<file path="config.mk">
export PLATFORM = sky130hd
export DESIGN_NAME = wb_sched
export DESIGN_NICKNAME = d
export VERILOG_FILES = /design/src/rtl/wb_sched.sv
export SDC_FILE = /design/constraint.sdc
export NUM_CORES = 1
export LEC_CHECK = 0
export ABC_AREA = 1
export ABC_CLOCK_PERIOD_IN_PS = 2450
export BUFFER_PORTS_ARGS = -buffer_cell sky130_fd_sc_hd__buf_2
export CORE_ASPECT_RATIO = 2
export CORE_MARGIN = 3
export CORE_UTILIZATION = 35
export CTS_CLUSTER_DIAMETER = 40
export DETAILED_ROUTE_END_ITERATION = 8
export RECOVER_POWER = 25
export SLEW_MARGIN = 5
export SYNTH_ARGS = -nofsm -noshare
export SYNTH_HDL_FRONTEND = slang
export SYNTH_SLANG_ARGS = --single-unit
</file>
<file path="constraint.sdc">
create_clock -name clk -period 2.45 [get_ports clk]
set_input_delay 0.245 -clock clk [delete_from_list [all_inputs] [get_ports clk]]
set_output_delay 0.245 -clock clk [all_outputs]
set_load 0.005 [all_outputs]
</file>
<file path="src/rtl/wb_sched.sv">
// wb_sched: register-file writeback sequencer for the multicycle datapath.
// Accepts one writeback command at a time from the main control unit. It waits
// until the selected source is valid (MDR after the load latency, Hi/Lo after
// the mult/div unit drops md_busy). It then drives the MemtoReg select and the
// write address, and pulses reg_write for one cycle.
//
// Ports:
//   clk         system clock, rising edge
//   reset       asynchronous, active-low reset
//   cmd_valid   writeback command present
//   cmd_ready   block can accept a command (IDLE only)
//   cmd_src     source code: 0 ALUOut, 1 MDR, 2 Hi, 3 Lo, 4 shift, 5 slt,
//               6 LUI imm, 7 const 227, 8 PC+4; 9..15 illegal
//   cmd_dst     destination register number
//   md_busy     mult/div unit still computing
//   flush       synchronous abort of the pending command
//   mem_to_reg  MemtoReg mux select (latched at acceptance)
//   wr_addr     register-bank write address (latched at acceptance)
//   reg_write   register-bank write enable, one-cycle pulse
//   wb_done     one-cycle pulse when a command retires (write or dst=0)
//   wb_err      one-cycle pulse on illegal source or mult/div timeout
module wb_sched #(
    parameter int unsigned LOAD_LAT   = 2,
    parameter int unsigned MD_TIMEOUT = 40
) (
    input  logic       clk,
    input  logic       reset,
    input  logic       cmd_valid,
    output logic       cmd_ready,
    input  logic [3:0] cmd_src,
    input  logic [4:0] cmd_dst,
    input  logic       md_busy,
    input  logic       flush,
    output logic [3:0] mem_to_reg,
    output logic [4:0] wr_addr,
    output logic       reg_write,
    output logic       wb_done,
    output logic       wb_err
);

    typedef enum logic [2:0] {
        IDLE,
        WAIT_MEM,
        WAIT_MD,
        WRITE,
        ERR
    } state_t;

    localparam logic [7:0] LOAD_INIT = 8'(LOAD_LAT - 1);
    localparam logic [7:0] MD_LAST   = 8'(MD_TIMEOUT - 1);

    state_t     state, state_nx;
    logic [7:0] cnt, cnt_nx;
    logic [3:0] m2r_nx;
    logic [4:0] addr_nx;

    always_comb begin
        state_nx = state;
        cnt_nx   = cnt;
        m2r_nx   = mem_to_reg;
        addr_nx  = wr_addr;
        case (state)
            IDLE: begin
                // flush in IDLE blocks acceptance for that edge
                if (cmd_valid && !flush) begin
                    m2r_nx  = cmd_src;
                    addr_nx = cmd_dst;
                    cnt_nx  = '0;
                    case (cmd_src)
                        4'd1: begin
                            state_nx = WAIT_MEM;
                            cnt_nx   = LOAD_INIT;
                        end
                        4'd2, 4'd3:
                            state_nx = WAIT_MD;
                        4'd0, 4'd4, 4'd5, 4'd6, 4'd7, 4'd8:
                            state_nx = WRITE;
                        default:
                            state_nx = ERR;
                    endcase
                end
            end
            WAIT_MEM: begin
                if (flush) begin
                    state_nx = IDLE;
                end else if (cnt == '0) begin
                    state_nx = WRITE;
                end else begin
                    cnt_nx = cnt - 8'd1;
                end
            end
            WAIT_MD: begin
                if (flush) begin
                    state_nx = IDLE;
                end else if (!md_busy) begin
                    state_nx = WRITE;
                end else if (cnt == MD_LAST) begin
                    state_nx = ERR;
                end else begin
                    cnt_nx = cnt + 8'd1;
                end
            end
            WRITE:   state_nx = IDLE;
            ERR:     state_nx = IDLE;
            default: state_nx = IDLE;
        endcase
    end

    // Outputs are registered from the next-state decode so each pulse lines up
    // with the cycle spent in the corresponding state.
    always_ff @(posedge clk or negedge reset) begin
        if (!reset) begin
            state      <= IDLE;
            cnt        <= '0;
            cmd_ready  <= 1'b1;
            mem_to_reg <= '0;
            wr_addr    <= '0;
            reg_write  <= 1'b0;
            wb_done    <= 1'b0;
            wb_err     <= 1'b0;
        end else begin
            state      <= state_nx;
            cnt        <= cnt_nx;
            cmd_ready  <= (state_nx == IDLE);
            mem_to_reg <= m2r_nx;
            wr_addr    <= addr_nx;
            reg_write  <= (state_nx == WRITE) && (addr_nx != '0);
            wb_done    <= (state_nx == WRITE);
            wb_err     <= (state_nx == ERR);
        end
    end

endmodule

</file>
==> flow_metrics.env <==
export IMPL_outcome="complete, no violations"
export IMPL_pwr_share_clk_pct=11.0
export IMPL_worstPathCellList="nor2_4 > nand2_4 > ha_1 > nand2_1 > nand3_1 > or2_2 > nand3_1 > o21ai_2"
export IMPL_crit_fanout=9
export IMPL_initial_core_util_pct=37.23
export IMPL_clkSlewWorstSetupHoldPaths_ns=0.09
export IMPL_drc_errors=0
export IMPL_dp_hpwl_mm=2.956
export IMPL_crit_slowest_cell="dfrtp_1"
export IMPL_final_cells=306
export IMPL_hold_viol=0
export IMPL_rsz0062_at_grt="no"
export IMPL_synth_avg_cell_area_um2=7.457
export IMPL_first_pass_iters=4
export IMPL_grt_pass1_wl_mm=6.285
export IMPL_grt_pass1_vias=1407
export IMPL_viasPerCell=4.598
export IMPL_hold_slack_ns=0.1864
export IMPL_clock_fmax_mhz=512.5
export IMPL_layout_common_cells="nand2_1, inv_1, buf_2"
export IMPL_seqCellArea_um2=601.8
export IMPL_overflow=0
export IMPL_design_area_um2=1883
export IMPL_cts_buffers=3
export IMPL_place_area_um2=1829
export IMPL_layout_drive_gt1_share_pct=24.21
export IMPL_antenna_found_initial=0
export IMPL_synthCells=223
export IMPL_dp_cells=301
export IMPL_area_growth_syn_to_layout_pct=13.24
export IMPL_grt_start_max_net_pins=25
export IMPL_switching_share_pct=48.66
export IMPL_cp_arrival_ns=2.12
export IMPL_final_common_cell="nand2_1"
export IMPL_syn_nets=244
export IMPL_crit_type="register to register"
export IMPL_maxSlewHeadroom_pct=12.10
export IMPL_worstSetupStartpointType="register"
export IMPL_track_usage_pct=15.15
export IMPL_pwr_share_seq_pct=28.1
export IMPL_cts_root_buf="clkbuf_8"
export IMPL_insertion_delay_ns=0.27
export IMPL_totalWireLength_mm=3.645
export IMPL_synth_ff_latch_count=24
export IMPL_switching_power_w=0.001114
export IMPL_crit_top_cell="nand3_1"
export IMPL_end_kind="register"
export IMPL_rows=34
export IMPL_ys_types=26
export IMPL_io_pins=27
export IMPL_dieArea_um2=5665
export IMPL_cts_setup_buffers=0
export IMPL_ys_warn_count=0
export IMPL_setup_violations=0
export IMPL_skew_ns=0.006465
export IMPL_multi_input_area_um2=855.8
export IMPL_fin_crit_ns=1.951
export IMPL_slew_violations=0
export IMPL_cts_htree_levels=1
export IMPL_tritoncts="done"
export IMPL_drv_cap=0
export IMPL_n_fill_cell=470
export IMPL_worstHoldPathType="input pin to register"
export IMPL_cpPeakStageDelay_ns=0.43
export IMPL_port_buffers=26
export IMPL_yosysSeqAreaShare_pct=36.19
export IMPL_worst_ep_required_time_ns=2.62
export IMPL_fin_setup_tns_ns=0
export IMPL_clockBufferDepth=2
export IMPL_netlist_area_um2=1663
export IMPL_avgRoutedWirePerCell_um=11.91
export IMPL_vdd_ir_drop_max_mv=0.5246
export IMPL_n_antenna_cell=0
export IMPL_chipHeight_um=103.5
export IMPL_drt_iter0_markers=11
export IMPL_power_density_nw_per_um2=1216
export IMPL_num_vias=1407
export IMPL_core_um2=4467
export IMPL_p_leak_nw=1.051
export IMPL_routabilityCongestion=0.9360
export IMPL_power_w=0.002290
export IMPL_largest_reg_flops=8
export IMPL_drtAntennaViolNets=0
export IMPL_worst_slew_pin_slew_ns=1.318
export IMPL_fp_dieW_um=54.74
export IMPL_combPwrFrac_pct=60.9
export IMPL_period_share_pct=79.64
export IMPL_finish_net_count=274
export IMPL_clock_sinks=24
export IMPL_p_int_w=0.001176
-- worst max-delay path: cells and delay by family (launching register included) --
family | cells | cell delay, ns
AOI/OAI and AO/OA | 1 | 0.06
DFF | 1 | 0.43
and+or+nand+nor | 6 | 0.98
adders and majority gates | 1 | 0.38
-- final timing paths --
path | from | endpoint | slack, ns | cells after the start
hold reg to reg | mem_to_reg[0] | mem_to_reg[0] | 0.48 | 2
min in group asynchronous | reset | wr_addr[4] | 0.79 | 2
setup reg to reg | state[2] | cnt[3] | 0.50 | 8
setup / recovery | state[2] | cnt[3] | 0.50 | 8
max in group asynchronous | reset | state[0] | 0.89 | 2
hold / removal | cmd_dst[1] | wr_addr[1] | 0.19 | 3
-- metrics by stage --
step / utilization [%] / setup slack, ns
2_1_floorplan: - / 0.6736
3_3_place_gp: 40.95 / 0.5121
3_5_place_dp: 40.95 / 0.4834
4_1_cts: 42.18 / 0.4729
5_1_grt: 42.16 / 0.3329
6_report: 42.16 / 0.4989
-- cells in the mapped netlist --
cell,instances,share of area [%]
fa_1,1,1.2
nor2_8,1,1.2
o21ai_0,6,1.8
nand2_2,8,3.0
o21ai_2,8,4.2
o211ai_1,1,0.45
nand3_1,18,5.4
buf_6,1,0.68
nand2_4,5,3.4
nand3_2,1,0.60
inv_2,1,0.23
inv_1,41,9.3
inv_6,1,0.53
nor2_4,4,2.7
a21oi_1,3,0.90
dfrtp_1,23,35
o22ai_1,2,0.75
nand2_1,71,16
nor2_1,11,2.5
buf_4,1,0.45
or2_2,2,0.75
xnor2_1,1,0.53
buf_12,1,1.2
ha_1,6,4.5
dfstp_2,1,1.6
nand4_1,4,1.5
-- kinds of logic after synthesis --
group,count (synthesis),share of synthesized area [%]
flip-flops,24,36.19
buffers and inverters,46,12.34
adder cells (fa/ha/maj),7,5.719
XOR/XNOR,1,0.5268
AO/OA/AOI/OAI,20,8.126
AND/OR/NAND/NOR,125,37.10
-- layer usage --
layer  routed length [µm]  global-route usage (%)  up-vias
li1                     -                       -      744
met1                 1327                   15.61      632
met2                 2157                   29.11       25
met3                   85                   1.435        6
met4                   75                   5.950        0
met5                    0                       0        -
-- layout make-up --
cell class / instances / area share [%]
Timing Repair Buffer: 28 / 7.774
Sequential cell: 24 / 31.96
Tap cell: 54 / 3.588
Clock buffer: 4 / 2.392
Inverter: 43 / 8.837
Multi-Input combinational cell: 153 / 45.45
-- power groups by stage --
stage          sequential, W  clock (W)  combinational (W)
6_report            0.000643   0.000252            0.00140
2_1_floorplan       0.000644          0            0.00115
3_3_place_gp        0.000652          0            0.00140
4_1_cts             0.000647   0.000259            0.00142
3_5_place_dp        0.000652          0            0.00141
5_1_grt             0.000662   0.000268            0.00161
-- what timing repair did --
| item | 4_1_cts | 5_1_grt |
|---|---|---|
| hold endpoints to repair | 23 | 0 |
| gates resized for setup | 0 | 0 |
| hold buffers | 1 | 0 |
Power figures use the tool's default switching activity.
